$ cat src/rtl/shift_univ_pkg.sv
// Shared encodings for the universal shift register: shift modes, directions
// and the controller's state type.
package shift_univ_pkg;

    localparam logic [1:0] MODE_LOG = 2'b00;
    localparam logic [1:0] MODE_ARI = 2'b01;
    localparam logic [1:0] MODE_ROT = 2'b10;

    localparam logic DIR_R = 1'b0;
    localparam logic DIR_L = 1'b1;

    typedef enum logic {
        S_IDLE = 1'b0,
        S_RUN  = 1'b1
    } state_t;

endpackage

$ cat src/rtl/shift_univ_step.sv
// One-position shift of a WIDTH-bit word; returns the new word and the ejected bit.
// Rotate support is present only when SHIFT_REG_UNIV_ROTATE_EN is defined.
module shift_univ_step
    import shift_univ_pkg::*;
#(
    parameter int WIDTH = 9
) (
    input  logic             dir,
    input  logic [1:0]       mode,
    input  logic             ser_in,
    input  logic [WIDTH-1:0] cur,
    output logic [WIDTH-1:0] next,
    output logic             ejected
);

    logic fill;

    always_comb begin
        ejected = (dir == DIR_L) ? cur[WIDTH-1] : cur[0];

        // Fill bit entering at the vacated end; mode 11 falls through to logical.
        fill = ser_in;
        if (mode == MODE_ARI)
            fill = (dir == DIR_L) ? 1'b0 : cur[WIDTH-1];
`ifdef SHIFT_REG_UNIV_ROTATE_EN
        else if (mode == MODE_ROT)
            fill = ejected;
`endif

        if (dir == DIR_L)
            next = {cur[WIDTH-2:0], fill};
        else
            next = {fill, cur[WIDTH-1:1]};
    end

endmodule

$ cat src/rtl/shift_reg_univ.sv
// Universal shift register: parallel load, single-step shift, and a multi-position
// shift run one bit per cycle with start/busy/done. Rotate mode needs SHIFT_REG_UNIV_ROTATE_EN.
module shift_reg_univ
    import shift_univ_pkg::*;
#(
    parameter int WIDTH = 9,
    parameter int CNT_W = $clog2(WIDTH + 1)
) (
    input  logic             clk,
    input  logic             rst_n,
    input  logic [WIDTH-1:0] in,
    input  logic             load,
    input  logic             shift,
    input  logic             start,
    input  logic [CNT_W-1:0] amount,
    input  logic             dir,
    input  logic [1:0]       mode,
    input  logic             ser_in,
    output logic [WIDTH-1:0] out,
    output logic             ser_out,
    output logic             busy,
    output logic             done
);

    state_t             state, state_nx;
    logic [CNT_W-1:0]   cnt, cnt_nx;
    logic               dir_q, dir_nx;
    logic [1:0]         mode_q, mode_nx;
    logic [WIDTH-1:0]   out_nx;
    logic               ser_nx, done_nx;

    logic               step_dir;
    logic [1:0]         step_mode;
    logic [WIDTH-1:0]   step_next;
    logic               step_ej;

    // Idle single shifts use the live controls; a run uses the ones latched at start.
    assign step_dir  = (state == S_RUN) ? dir_q  : dir;
    assign step_mode = (state == S_RUN) ? mode_q : mode;

    shift_univ_step #(.WIDTH(WIDTH)) u_step (
        .dir     (step_dir),
        .mode    (step_mode),
        .ser_in  (ser_in),
        .cur     (out),
        .next    (step_next),
        .ejected (step_ej)
    );

    assign busy = (state == S_RUN);

    always_ff @(posedge clk) begin
        if (!rst_n) begin
            state   <= S_IDLE;
            out     <= '0;
            ser_out <= 1'b0;
            done    <= 1'b0;
            cnt     <= '0;
            dir_q   <= DIR_R;
            mode_q  <= MODE_LOG;
        end else begin
            state   <= state_nx;
            out     <= out_nx;
            ser_out <= ser_nx;
            done    <= done_nx;
            cnt     <= cnt_nx;
            dir_q   <= dir_nx;
            mode_q  <= mode_nx;
        end
    end

    always_comb begin
        state_nx = state;
        out_nx   = out;
        ser_nx   = ser_out;
        done_nx  = 1'b0;
        cnt_nx   = cnt;
        dir_nx   = dir_q;
        mode_nx  = mode_q;

        case (state)
            S_IDLE: begin
                if (load) begin
                    out_nx = in;
                end else if (start) begin
                    if (amount == '0) begin
                        done_nx = 1'b1;
                    end else begin
                        dir_nx   = dir;
                        mode_nx  = mode;
                        cnt_nx   = amount;
                        state_nx = S_RUN;
                    end
                end else if (shift) begin
                    out_nx = step_next;
                    ser_nx = step_ej;
                end
            end
            S_RUN: begin
                // Load aborts the run silently; start and shift are ignored here.
                if (load) begin
                    out_nx   = in;
                    cnt_nx   = '0;
                    state_nx = S_IDLE;
                end else begin
                    out_nx = step_next;
                    ser_nx = step_ej;
                    cnt_nx = cnt - CNT_W'(1);
                    if (cnt == CNT_W'(1)) begin
                        state_nx = S_IDLE;
                        done_nx  = 1'b1;
                    end
                end
            end
            default: state_nx = S_IDLE;
        endcase
    end

endmodule

$ cat config.mk
export PLATFORM = sky130hd
export DESIGN_NAME = shift_reg_univ
export DESIGN_NICKNAME = d
export VERILOG_FILES = /design/src/rtl/shift_univ_pkg.sv /design/src/rtl/shift_univ_step.sv /design/src/rtl/shift_reg_univ.sv
export SDC_FILE = /design/constraint.sdc
export NUM_CORES = 1
export LEC_CHECK = 0
export BUFFER_PORTS_ARGS = -buffer_cell sky130_fd_sc_hd__buf_2
export CORE_ASPECT_RATIO = 1.4
export CORE_MARGIN = 3
export CORE_UTILIZATION = 48
export CTS_CLUSTER_DIAMETER = 120
export CTS_CLUSTER_SIZE = 30
export DETAILED_ROUTE_END_ITERATION = 10
export HOLD_SLACK_MARGIN = 0.08
export PLACE_DENSITY = 0.77
export RECOVER_POWER = 25
export SLEW_MARGIN = 20
export SYNTH_ARGS = -nofsm -noshare
export SYNTH_HDL_FRONTEND = slang
export SYNTH_SLANG_ARGS = --single-unit
$ cat constraint.sdc
create_clock -name clk -period 2.4 [get_ports clk]
set_clock_uncertainty 0.05 [all_clocks]
set_input_delay 0 -clock clk [delete_from_list [all_inputs] [get_ports clk]]
set_output_delay 0 -clock clk [all_outputs]
set_load 0.02 [all_outputs]
=== Yosys cells after proc, flatten, opt, wreduce, memory -nomap -nowiden ===
Cells that the tools add are included.
Widths: inputs -> output; s select.

* Output and inout bits: 12
* Input port bits: 22
* Word-level logic and storage cells: 59
* Flip-flop bits (word level): 19

* Muxes and demuxes: 33
* Reduce and logical (&&, ||, !) cells: 5
* Add/subtract/negate cells: 1
* Bitwise gates (word level): 3
* Equality and inequality tests: 10

{| class="wikitable"
|+ Operator list
! kind !! number
|-
| $mux 9 || 5
|-
| $mux 1 || 18
|-
| $pmux 9 s2 || 1
|-
| $mux 4 || 4
|-
| $ne 2x2->1 const B || 6
|-
| $pmux 4 s2 || 1
|-
| $reduce_and 4->1 || 2
|-
| $ne 3x3->1 const B || 2
|-
| $pmux 1 s2 || 3
|-
| $eq 4x1->1 const B || 1
|-
| $logic_not 4->1 || 1
|-
| $sub 4x1->4 const B || 1
|-
| $not 1->1 || 3
|-
| $reduce_and 3->1 || 1
|-
| $eq 2x1->1 const B || 1
|-
| $mux 2 || 1
|-
| $reduce_and 2->1 || 1
|}

=== Longest topological paths before layout ===
Gate-level depths: netlist of run 1.

* Depth after elaboration: 8
* Gate-level depth with buffers: 6

=== Hierarchy ===
A second synthesis of run 1 with hierarchy kept.

* Cells, all modules: 119
* Area total of the unflattened synthesis: 1147.4 µm²

{| class="wikitable"
|+ By module, submodules not included
! module !! area each (µm²) !! instances !! cells each
|-
| shift_reg_univ || 984.7 || 1 || 103
|-
| shift_univ_step || 162.7 || 1 || 16
|}

=== Least setup slack after synthesis of run 1 ===
No wires, ideal clock.

* Kind: reg-to-reg
* From: register state, in the netlist busy
* To: register out[7]
* Cell stages (with the launch flop): 7
* Path slack: 0.476 ns
* Buffers on the path: 2
* Data required time: 2.222 ns
* Arrival time: 1.747 ns
* Cell sequence: dfxtp_1 > buf_4 > mux2i_1 > buf_6 > mux2_4 > a222oi_1 > nor2_1

* Word-level cells in the longest chain between the ends: 6
* Elaborated cells on any way between the ends: 11

{| class="wikitable"
|+ RTL lines
! item !! RTL line !! text
|-
| start, declared || shift_reg_univ.sv:25 || <nowiki>state_t state, state_nx;</nowiki>
|-
| start signal, assigned || shift_reg_univ.sv:62 || <nowiki>state <= state_nx;</nowiki>
|-
| $mux 1 || shift_reg_univ.sv:38 || <nowiki>assign step_dir = (state == S_RUN) ? dir_q : dir;</nowiki>
|-
| $mux 9 || shift_univ_step.sv:30 || <nowiki>if (dir == DIR_L)</nowiki>
|-
| $mux 9 || shift_reg_univ.sv:94 || <nowiki>end else if (shift) begin</nowiki>
|-
| $mux 9 || shift_reg_univ.sv:85 || <nowiki>end else if (start) begin</nowiki>
|-
| $mux 9 || shift_reg_univ.sv:83 || <nowiki>if (load) begin</nowiki>
|-
| $pmux 9 s2 || shift_reg_univ.sv:81 || <nowiki>case (state)</nowiki>
|-
| end signal, assigned || shift_reg_univ.sv:63 || <nowiki>out <= out_nx;</nowiki>
|-
| end, declared || shift_reg_univ.sv:19 || <nowiki>output logic [WIDTH-1:0] out,</nowiki>
|}

Parallel ways exist; a longest one is shown, timed or not. The select of a mux whose other input is x is not followed.
A chain may end at the register's enable or synchronous reset.

=== Worst setup path in the final report of run 1 ===
* From: register state, in the netlist busy
* To: register out[0]

* Word-level cells in the longest chain between the ends: 8
* Elaborated cells on any way between the ends: 15

{| class="wikitable"
|+ RTL lines
! item !! RTL line !! text
|-
| $mux 2 / $mux 1 (equally long branches) || shift_reg_univ.sv:39, shift_reg_univ.sv:38 ||
|-
| $eq 2x1->1 / $mux 1 (equally long branches) || shift_univ_step.sv:23, shift_univ_step.sv:24 ||
|-
| $mux 1 || shift_univ_step.sv:23 || <nowiki>if (mode == MODE_ARI)</nowiki>
|-
| $mux 9 || shift_univ_step.sv:30 ||
|-
| $mux 9 || shift_reg_univ.sv:94 ||
|-
| $mux 9 || shift_reg_univ.sv:85 ||
|-
| $mux 9 || shift_reg_univ.sv:83 ||
|-
| $pmux 9 s2 || shift_reg_univ.sv:81 ||
|}

Parallel ways exist; a longest one is shown, timed or not. The select of a mux whose other input is x is not followed.

==> impl_results.md, run 1 <==
- Post-synth ARST share: 0
- Ys Warns: 0
- Max IR drop VDD: 471 µV
- DRT Wirelength: 2.68 mm
- GRT Total Usage: 0.209
- Starting density of the core: 0.511
- Slew @ Worst Pin: 483 ps
- Hold Path Depth: 4
- Remaining antenna violation count: 0
- Wire per inst: 15.1 µm
- Synthesized cell area: 1010 µm²
- R2r setup slk: 340 ps
- Hold Slack: 100 ps
- Share of layout cells above drive strength 1: 0.242
- Post-Synthesis Cells: 107
- Die X: 44.7 µm
- RR Endpoint: out[0]$_SDFFE_PN0P_
- Mean Syn Cell Area: 9.42 µm²
- Final Util: 0.698
- FMAX: 485 MHz
- Setup_tns: 0 ps
- Bufs on Longest Clock Path: 2
- Syn_nets: 131
- Leakage: 0.597 nW
- Most frequent cells in the layout: buf_2 (26), dfxtp_1 (19), dlygate4sd3_1 (18), nor2_1 (17)
- Initial antenna violation count: 0
- Clock transition at the registers of the reported paths: 110 ps
- EDFF count, synth: 0
- Worst setup path startpoint: busy$_SDFF_PN0_
- Gpl congestion: 0.826
- Fill cells: 160
- Reg2Reg Depth: 6
- I/O pin cnt: 34
- Count of nets after finishing: 182
- CTS tree: done
- CORE AREA: 1970 µm²
- Seq cells post-synth: 19
- Critical path type: reg2reg
- First-pass GRT wire length: 4.22 mm
- Initial drt markers: 57
- Max-cap check violation count: 0
- Num Clock Sinks: 19
- Total grt overflow: 0
- Netlist cell types: 36
- Most common cell after layout, fill and taps aside: buf_2
- DR WL met2: 1.35 mm
- TritonCTS buffer count: 3
- Tmin final: 2060 ps
- Worst path slowest cell: dlygate4sd3_1
- Hold Path Class: in2reg
- Area Overhead vs Synth: 36.5%
- Worst skew pair latency: 290 ps
- Root Driver: clkbuf_4
- CTS H-Tree Depth: 1
- Sequential element share of the synthesized area: 0.377
- Detailed-route DRC error count: 0
- Hold path startpoint: start
- ANT cells: 0
- Hpwl dp: 1.84 mm
- Cell Chain, Critical Path: mux2i_1 -> buf_4 -> nand4b_1 -> a21boi_1 -> o21a_1 -> dlygate4sd3_1
- Final setup vio count: 0
- Worst reg2reg path startpoint: busy$_SDFF_PN0_
- M1 wire length: 1.11 mm
- Die Ht: 60.2 µm
- Total power: 693 µW
- Slowest stage delay, CP: 560 ps
- Crit start category: register
- RSZ-0062 raised after global routing: no
- Ys flop type: dfxtp_1
- Critical path peak fanout: 12
- Required time of the critical path: 2540 ps
- Die Area: 2690 µm²
- Rel. slew slack: 0.678
- Tcrit/Tclk final: 0.859
- Top Metal Used: met4
- Critical Path Sink Type: register
- Site Rows: 19
- Largest net degree at the start of global routing: 16
- Crit path DAT: 2200 ps
- Vias per inst: 5.85
- Vias after detailed routing: 1,041
- Number of global-route vias before repair: 1,055
- Final hold vios: 0
- Number of max-slew violations in the final report: 0
- Hold endpoint: cnt[3]$_SDFFE_PN0P_
- Detailed Routing Iterations Pass 1: 6
- IO buf count: 33
- Cell area power density: 504 nW/µm²
- Status: finished clean
- Met3 Routed Length: 159 µm
==> power by group <==
group | internal, mW | switching [mW]
sequential | 0.334 | 0.0201
combinational | 0.0945 | 0.0863
clock | 0.0620 | 0.0960
total | 0.491 | 0.202
==> sequential cells by signal, indices dropped and copies added, names as in the netlist <==
name,count
busy,1
cnt,4
dir_q,1
done,1
mode_q,2
out,9
ser_out,1
==> how the worst max path moves through the flow <==
stage | end | slack [ps] | cells after the start
4_1_cts | out[0]$_SDFFE_PN0P_ | 370 | 6
3_5_place_dp | out[2]$_SDFFE_PN0P_ | 550 | 5
3_3_place_gp | out[5]$_SDFFE_PN0P_ | 620 | 5
5_1_grt | out[0]$_SDFFE_PN0P_ | 240 | 6
2_1_floorplan | out[7]$_SDFFE_PN0P_ | 480 | 6
6_report | out[0]$_SDFFE_PN0P_ | 340 | 6
==> cell type report <==
cell class,instances,area [µm²],share of cell area
Sequential cell,19,380,0.276
Clock buffer,3,22.5,0.0164
Multi-Input combinational cell,76,572,0.415
Inverter,5,18.8,0.0136
Timing Repair Buffer,53,352,0.255
Tap cell,21,26.3,0.0191
Clock inverter,1,5.00,0.00364
==> metrics by stage <==
stage | instances | instance area, µm² | setup WS (ps)
floorplan | 107 | 1010 | 476
global placement | 156 | 1180 | 619
detailed placement | 156 | 1180 | 552
CTS | 178 | 1390 | 372
global route | 178 | 1380 | 239
finish | 178 | 1380 | 339
==> worst max-delay path: cells and delay by family (launching register included) <==
kind / cells / cell delay, ps
multiplexers: 1 / 230
flip-flops: 1 / 510
AND/OR/NAND/NOR: 1 / 140
buffers and inverters: 2 / 800
AO/OA/AOI/OAI: 2 / 240
==> cell usage after synthesis (2+ instances only) <==
library cell | instances | area, µm²
a21boi_1 | 2 | 15.0
a31oi_1 | 2 | 12.5
dfxtp_1 | 19 | 380
a222oi_1 | 7 | 70.1
nand2_1 | 3 | 11.3
mux2_4 | 5 | 75.1
a21oi_1 | 2 | 10.0
o22ai_1 | 2 | 12.5
a221oi_1 | 3 | 26.3
xnor2_1 | 2 | 17.5
clkbuf_1 | 5 | 18.8
nor2_1 | 17 | 63.8
and2_1 | 2 | 12.5
nand2b_1 | 2 | 12.5
mux2_1 | 2 | 22.5
nor2b_1 | 2 | 12.5
ha_1 | 2 | 25.0
mux2i_1 | 5 | 50.1
inv_1 | 5 | 18.8
nand3_1 | 2 | 10.0
==> layer usage <==
metal | track usage | up-vias
li1 | - | 497
met1 | 0.237 | 490
met2 | 0.357 | 46
met3 | 0.0211 | 8
met4 | 0.142 | 0
met5 | 0 | -
==> kinds of logic (layout without fill, tap and decap cells) <==
logic type	Yosys count	after routing	share of synthesized area
adders and majority gates	2	2	0.0248
buffers and inverters	12	62	0.0558
xor gates and xnor gates	2	2	0.0174
DFF	19	19	0.377
muxes	12	12	0.146
and+or+nand+nor	36	36	0.186
AOI/OAI and AO/OA	24	24	0.192
==> repair_timing <==
item,4_1_cts,5_1_grt
setup endpoints to repair,0,0
endpoints found under the hold margin,17,0
hold buffers,18,0
setup buffers,0,0
gates resized for setup,0,0
No activity file was read; power rests on OpenSTA's default activity.
==> run 2: changes to the inputs <==
--- a/config.mk
+++ b/config.mk
@@ -8,12 +8,13 @@
 export BUFFER_PORTS_ARGS = -buffer_cell sky130_fd_sc_hd__buf_2
 export CORE_ASPECT_RATIO = 1.4
 export CORE_MARGIN = 3
-export CORE_UTILIZATION = 48
+export CORE_UTILIZATION = 51
+export CTS_BUF_LIST = sky130_fd_sc_hd__clkbuf_4 sky130_fd_sc_hd__clkbuf_8
 export CTS_CLUSTER_DIAMETER = 120
 export CTS_CLUSTER_SIZE = 30
 export DETAILED_ROUTE_END_ITERATION = 10
 export HOLD_SLACK_MARGIN = 0.08
-export PLACE_DENSITY = 0.77
+export PLACE_DENSITY = 0.81
 export RECOVER_POWER = 25
 export SLEW_MARGIN = 20
 export SYNTH_ARGS = -nofsm -noshare
==> run 2 against run 1 <==
Critical path depth is the same. Non-clock buffer count shrank 1. Routed wire length up 0.67%. Global-route usage up 2.2 points. Clock power rose by 6%. Critical path type unchanged. Hold slack worse by 1.3 ps. Register-to-register slack hardly changed. Largest power group unchanged. Sequential share of layout area rose by 0.18 points.
==> impl_results.md, run 2 (synthesized netlist as in run 1, its figures left out) <==
- Count of nets after finishing: 181 (-0.55%)
- R2r setup slk: 340 ps (about the same)
- I/O pin cnt: 34 (unchanged)
- Num Clock Sinks: 19 (unchanged)
- Initial antenna violation count: 0 (unchanged)
- Number of max-slew violations in the final report: 0 (unchanged)
- Worst reg2reg path startpoint: busy$_SDFF_PN0_
- FMAX: 487 MHz (+0.29%)
- Dpl ws: 553 ps (+1.04 ps)
- Slew @ Worst Pin: 452 ps (-31.3 ps)
- Most frequent cells in the layout: buf_2 (26), dfxtp_1 (19), nor2_1 (17), dlygate4sd3_1 (17)
- Root Driver: clkbuf_4
- Crit path DAT: 2190 ps (about the same)
- TritonCTS buffer count: 3 (unchanged)
- Vias per inst: 5.77 (-1.3%)
- Total grt overflow: 0 (unchanged)
- RR Endpoint: out[0]$_SDFFE_PN0P_
- Register with the most flip-flops: out
- Area Overhead vs Synth: 35.6%
- Initial drt markers: 40 (-30%)
- Gpl congestion: 0.808 (-2.3%)
- Top flop regs: out: 9 flops, cnt: 4 flops, mode_q: 2 flops
- Clock transition at the registers of the reported paths: 100 ps (about the same)
- Crit start category: register
- Placed Instances: 155 (-0.64%)
- IO buf count: 33 (unchanged)
- CTS H-Tree Depth: 1 (unchanged)
- Max-cap check violation count: 0 (unchanged)
- Share of layout cells above drive strength 1: 0.244 (+0.00155)
- Remaining antenna violation count: 0 (unchanged)
- Setup_tns: 0 ps (unchanged)
- Status: finished clean
- ANT cells: 0 (unchanged)
- Tcrit/Tclk final: 0.856 (-0.00251)
- Die Area: 2550 µm² (-5.2%)
- Fill cells: 137 (-14%)
- Leakage: 0.592 nW (-0.89%)
- Rel. slew slack: 0.699 (+0.0209)
- Bufs on Longest Clock Path: 2 (unchanged)
- Detailed-route DRC error count: 0 (unchanged)
- CTS tree: done
- Tmin final: 2060 ps (-6.01 ps)
- Cell area power density: 512 nW/µm² (+1.6%)
- Number of global-route vias before repair: 1,090 (+3.3%)
- Starting density of the core: 0.553 (+0.0417)
- Final std cells w/o fill: 176 (-1.1%)
- Critical path peak fanout: 12 (unchanged)
- Setup ws final: 345 ps (+6.01 ps)
- Die Ht: 58.6 µm (-2.7%)
- First-pass GRT wire length: 4.55 mm (+8.0%)
- Final setup vio count: 0 (unchanged)
- Site Rows: 18 (-1)
- Worst setup path startpoint: busy$_SDFF_PN0_
- Vias after detailed routing: 1,016 (-2.4%)
- Largest net degree at the start of global routing: 16 (unchanged)
- Cell Area, Placed: 1180 µm² (-0.11%)
- Worst setup path endpoint: out[0]$_SDFFE_PN0P_
- Max IR drop VDD: 408 µV (-13%)
- DRT Wirelength: 2.70 mm (+0.67%)
- Die X: 43.6 µm (-2.6%)
- Number of flip-flops in the largest register: 9 (unchanged)
- Final hold vios: 0 (unchanged)
- GRT Total Usage: 0.231 (+0.0224)
- Reg2Reg Depth: 6 (unchanged)
- Finished layout cell area: 1370 µm² (-0.64%)
- Hpwl dp: 1.73 mm (-5.8%)
- Critical Path Sink Type: register
- Most common cell after layout, fill and taps aside: buf_2
- Required time of the critical path: 2530 ps (about the same)
- Critical path type: reg2reg
- CORE AREA: 1820 µm² (-7.5%)
- Wire per inst: 15.3 µm (+1.8%)
- Worst skew pair latency: 290 ps (about the same)
- Hold Path Class: in2reg
- RSZ-0062 raised after global routing: no
- Detailed Routing Iterations Pass 1: 4 (-2)
[run 2: cell count changes in the layout (fill, tap and decap cells not counted), sizes merged]
| cell | change |
|---|---|
| dlygate4sd3 | -1 |
| clkinv | -1 |
| clkbuf | +1 |
[run 2: what timing repair did]
item / CTS / global route
setup buffers: 0 / 0
gates resized for setup: 0 / 0
hold endpoints to repair: 17 / 0
hold buffers: 17 / 0
[run 2: layout make-up]
type | count | area, µm² | share of cell area
clock buffer | 4 | 30.0 | 0.0220
inverter | 5 | 18.8 | 0.0137
multi-input combinational | 76 | 572 | 0.418
sequential | 19 | 380 | 0.278
tap | 20 | 25.0 | 0.0183
timing repair buffer | 52 | 342 | 0.250
[run 2: worst min-delay path by stage]
stage | slack [ps] | endpoint | start | cells after the start
after floorplan | 70 | out[0]$_SDFFE_PN0P_ | rst_n | 1
after global placement | 200 | mode_q[0]$_SDFFE_PN0P_ | mode[0] | 3
after CTS | 90 | done$_SDFF_PN0_ | start | 4
final | 100 | done$_SDFF_PN0_ | start | 4
after global routing | 120 | done$_SDFF_PN0_ | start | 4
after detailed placement | 210 | mode_q[0]$_SDFFE_PN0P_ | mode[0] | 3
[run 2: routing by layer]
| layer | GRT usage | up-vias | routed length [µm] |
|---|---|---|---|
| met2 | 0.417 | 38 | 1440 |
| li1 | - | 499 | - |
| met4 | 0.121 | 0 | 46 |
| met1 | 0.256 | 473 | 1070 |
| met3 | 0.0306 | 6 | 145 |
| met5 | 0 | - | 0 |
[run 2: worst max-delay path, cell delays in order (launching register included)]
cell           delay [ps]
dfxtp_1               510
mux2i_1               230
buf_4                 230
nand4b_1              140
a21boi_1               80
o21a_1                160
dlygate4sd3_1         550
[run 2: metrics by stage]
stage	power, mW	hold slack (ps)	utilization
floorplan	0.468	67.5	-
global placement	0.511	204	0.645
detailed placement	0.516	211	0.645
CTS	0.702	94.3	0.754
global route	0.735	123	0.750
finish	0.700	98.8	0.750
[run 2: where the power goes]
| group | switching (mW) | internal (mW) |
|---|---|---|
| logic | 0.0862 | 0.0928 |
| clock network | 0.0913 | 0.0759 |
| registers | 0.0197 | 0.334 |
==> run 3: changes to the inputs <==
--- a/config.mk
+++ b/config.mk
@@ -8,13 +8,13 @@
 export BUFFER_PORTS_ARGS = -buffer_cell sky130_fd_sc_hd__buf_2
 export CORE_ASPECT_RATIO = 1.4
 export CORE_MARGIN = 3
-export CORE_UTILIZATION = 51
+export CORE_UTILIZATION = 46
 export CTS_BUF_LIST = sky130_fd_sc_hd__clkbuf_4 sky130_fd_sc_hd__clkbuf_8
 export CTS_CLUSTER_DIAMETER = 120
 export CTS_CLUSTER_SIZE = 30
 export DETAILED_ROUTE_END_ITERATION = 10
 export HOLD_SLACK_MARGIN = 0.08
-export PLACE_DENSITY = 0.81
+export PLACE_DENSITY = 0.77
 export RECOVER_POWER = 25
 export SLEW_MARGIN = 20
 export SYNTH_ARGS = -nofsm -noshare
==> constraint.sdc (replaced) <==
create_clock -name clk -period 1.7 [get_ports clk]
set_clock_uncertainty 0.05 [all_clocks]
set_input_delay 0 -clock clk [delete_from_list [all_inputs] [get_ports clk]]
set_output_delay 0 -clock clk [all_outputs]
set_load 0.02 [all_outputs]
==> run 3 against run 2 <==
Sequential share of layout area fell by 0.74 points. Combinational power increased by 50%. Cell area increased by 3.8%. Fmax up 23%. Setup slack got worse by 320 ps. Flip-flop and latch count stayed put. Critical path depth shrank 1. Largest cell class unchanged. Largest power group unchanged.
==> impl_results.md, run 3 (synthesized netlist as in run 1, its figures left out) <==
- First-pass GRT wire length: 4.46 mm (-2.1%)
- FMAX: 597 MHz (+23%)
- CORE AREA: 2020 µm² (+11%)
- Register with the most flip-flops: out
- CTS H-Tree Depth: 1 (unchanged)
- Cell area power density: 707 nW/µm² (+38%)
- Vias per inst: 5.63 (-2.4%)
- Hpwl dp: 1.82 mm (+4.8%)
- Cell Chain, Critical Path: mux2i_4 -> buf_4 -> mux2_4 -> a222oi_1 -> nor2_1
- Sw frac: 0.282 (+0.000439)
- Root Driver: clkbuf_4
- Clock transition at the registers of the reported paths: 110 ps (about the same)
- Most frequent cells in the layout: buf_2 (27), dfxtp_1 (18), nor2_1 (17), dlygate4sd3_1 (17), a222oi_1 (7)
- Detailed-route DRC error count: 0 (unchanged)
- Slew @ Worst Pin: 441 ps (-10.4 ps)
- M1 wire length: 1.09 mm (+2.2%)
- Crit path DAT: 1810 ps (-380 ps)
- Remaining antenna violation count: 0 (unchanged)
- Leakage: 0.613 nW (+3.6%)
- Area Overhead vs Synth: 40.7%
- Clock power share: 0.236 (-0.003)
- Wire per inst: 15.0 µm (-2.0%)
- Hold Slack: 71.6 ps (-27.2 ps)
- Num Clock Sinks: 19 (unchanged)
- Worst skew pair latency: 290 ps (about the same)
- Tmin final: 1680 ps (-380 ps)
- Die Area: 2800 µm² (+9.5%)
- DRT Wirelength: 2.70 mm (+0.19%)
- CP bufs+invs: 1 (-1)
- Final Util: 0.702 (-0.0475)
- Max IR drop VDD: 637 µV (+56%)
- Largest net degree at the start of global routing: 16 (unchanged)
- Vias after detailed routing: 1,014 (-0.20%)
- Met3 Routed Length: 133 µm (-8.3%)
- DR WL met2: 1.44 mm (-0.14%)
- Cell Area, Placed: 1220 µm² (+3.4%)
- GRT Total Usage: 0.217 (-0.0142)
- ANT cells: 0 (unchanged)
- I/O pin cnt: 34 (unchanged)
- Tcrit/Tclk final: 0.986 (+0.129)
- Total grt overflow: 0 (unchanged)
- Count of nets after finishing: 184 (+1.7%)
- Site Rows: 19 (+1)
- Number of global-route vias before repair: 1,037 (-4.9%)
- Int Power: 720 µW (+43%)
- Final setup vio count: 0 (unchanged)
- Max-cap check violation count: 0 (unchanged)
- Bufs on Longest Clock Path: 2 (unchanged)
- Critical Path Sink Type: register
- Initial antenna violation count: 0 (unchanged)
- Top flop regs: out: 9 flops, cnt: 4 flops, mode_q: 2 flops
- Initial drt markers: 66 (+65%)
- CTS tree: done
- Sequential fraction of design power: 0.496 (-0.010)
- RSZ-0062 raised after global routing: yes
- Comb power frac: 0.267 (+0.011)
- Worst path slowest cell: dfxtp_4
- Die X: 45.6 µm (+4.6%)
- IO buf count: 33 (unchanged)
- Crit start category: register
- Final hold vios: 0 (unchanged)
- Most common cell after layout, fill and taps aside: buf_2
- Setup_tns: 0 ps (unchanged)
- Detailed Routing Iterations Pass 1: 5 (+1)
- Top Metal Used: met4
- Die Ht: 61.4 µm (+4.8%)
- Finished layout cell area: 1420 µm² (+3.8%)
- Post-CTS Setup Repair Bufs: 0 (unchanged)
- Required time of the critical path: 1830 ps (-700 ps)
- TritonCTS buffer count: 3 (unchanged)
- Number of flip-flops in the largest register: 9 (unchanged)
- Critical path type: reg2reg
- Crit path max-delay family: multiplexers
- Gpl congestion: 0.796 (-1.4%)
- Number of max-slew violations in the final report: 0 (unchanged)
- Fill cells: 162 (+18%)
- Hold Path Class: in2reg
- R2r setup slk: 20 ps (-320 ps)
- Status: finished clean
- Psw: 283 µW (+43%)
- Slowest stage delay, CP: 380 ps (-170 ps)
- Rel. slew slack: 0.705 (+0.00693)
- Share of layout cells above drive strength 1: 0.283 (+0.0394)
- Starting density of the core: 0.499 (-0.0537)
- Critical path peak fanout: 6 (-6)
[run 3: changes by cell type in the layout (fill, tap and decap cells not counted)]
cell,change
mux2i_4,+1
buf_4,+2
buf_2,+1
clkbuf_1,-1
a31oi_1,-1
a31oi_2,+1
buf_6,+1
dfxtp_4,+1
dfxtp_1,-1
mux2i_1,-1
[run 3: power by group through the flow]
stage | Combinational, mW | Clock (mW) | Sequential (mW)
final | 0.268 | 0.237 | 0.498
after global routing | 0.293 | 0.259 | 0.502
after CTS | 0.266 | 0.242 | 0.497
after detailed placement | 0.234 | 0 | 0.507
after global placement | 0.228 | 0 | 0.506
after floorplan | 0.142 | 0 | 0.522
[run 3: worst paths after layout]
check | startpoint | endpoint | cells after the start
max | busy$_SDFF_PN0_ | out[7]$_SDFFE_PN0P_ | 5
min | start | cnt[3]$_SDFFE_PN0P_ | 4
min reg2reg | cnt[3]$_SDFFE_PN0P_ | cnt[3]$_SDFFE_PN0P_ | 2
max reg2reg | busy$_SDFF_PN0_ | out[7]$_SDFFE_PN0P_ | 5
[run 3: worst min-delay path, stage by stage]
cell	delay, ps
buf_2	120
a31oi_2	120
nand2_1	60
a21oi_1	50
[run 3: metal layers]
layer  vias to the layer above  global-route usage
met5                         -                   0
met4                         0               0.113
met3                         4              0.0380
met2                        33               0.397
met1                       477               0.230
li1                        500                   -
[run 3: through the flow]
step / setup slack, ps / std cells / power (mW)
finish: 24.5 / 180 / 1.00
global route: -80.5 / 180 / 1.05
CTS: 38.2 / 180 / 1.00
detailed placement: 60.9 / 159 / 0.741
global placement: 115 / 159 / 0.734
floorplan: 3.82 / 107 / 0.665
[run 3: timing repair]
action	CTS	global route
endpoints found under the setup margin	0	9
gates resized for setup	0	2
hold buffers	17	0
endpoints found under the hold margin	17	0
[run 3: final cells by class]
class                           count  area (µm²)  share of cell area
Multi-Input combinational cell     76         591               0.416
Clock buffer                        4        30.0              0.0212
Inverter                            5        18.8              0.0132
Timing Repair Buffer               55         369               0.260
Tap cell                           21        26.3              0.0185
Sequential cell                    19         384               0.271
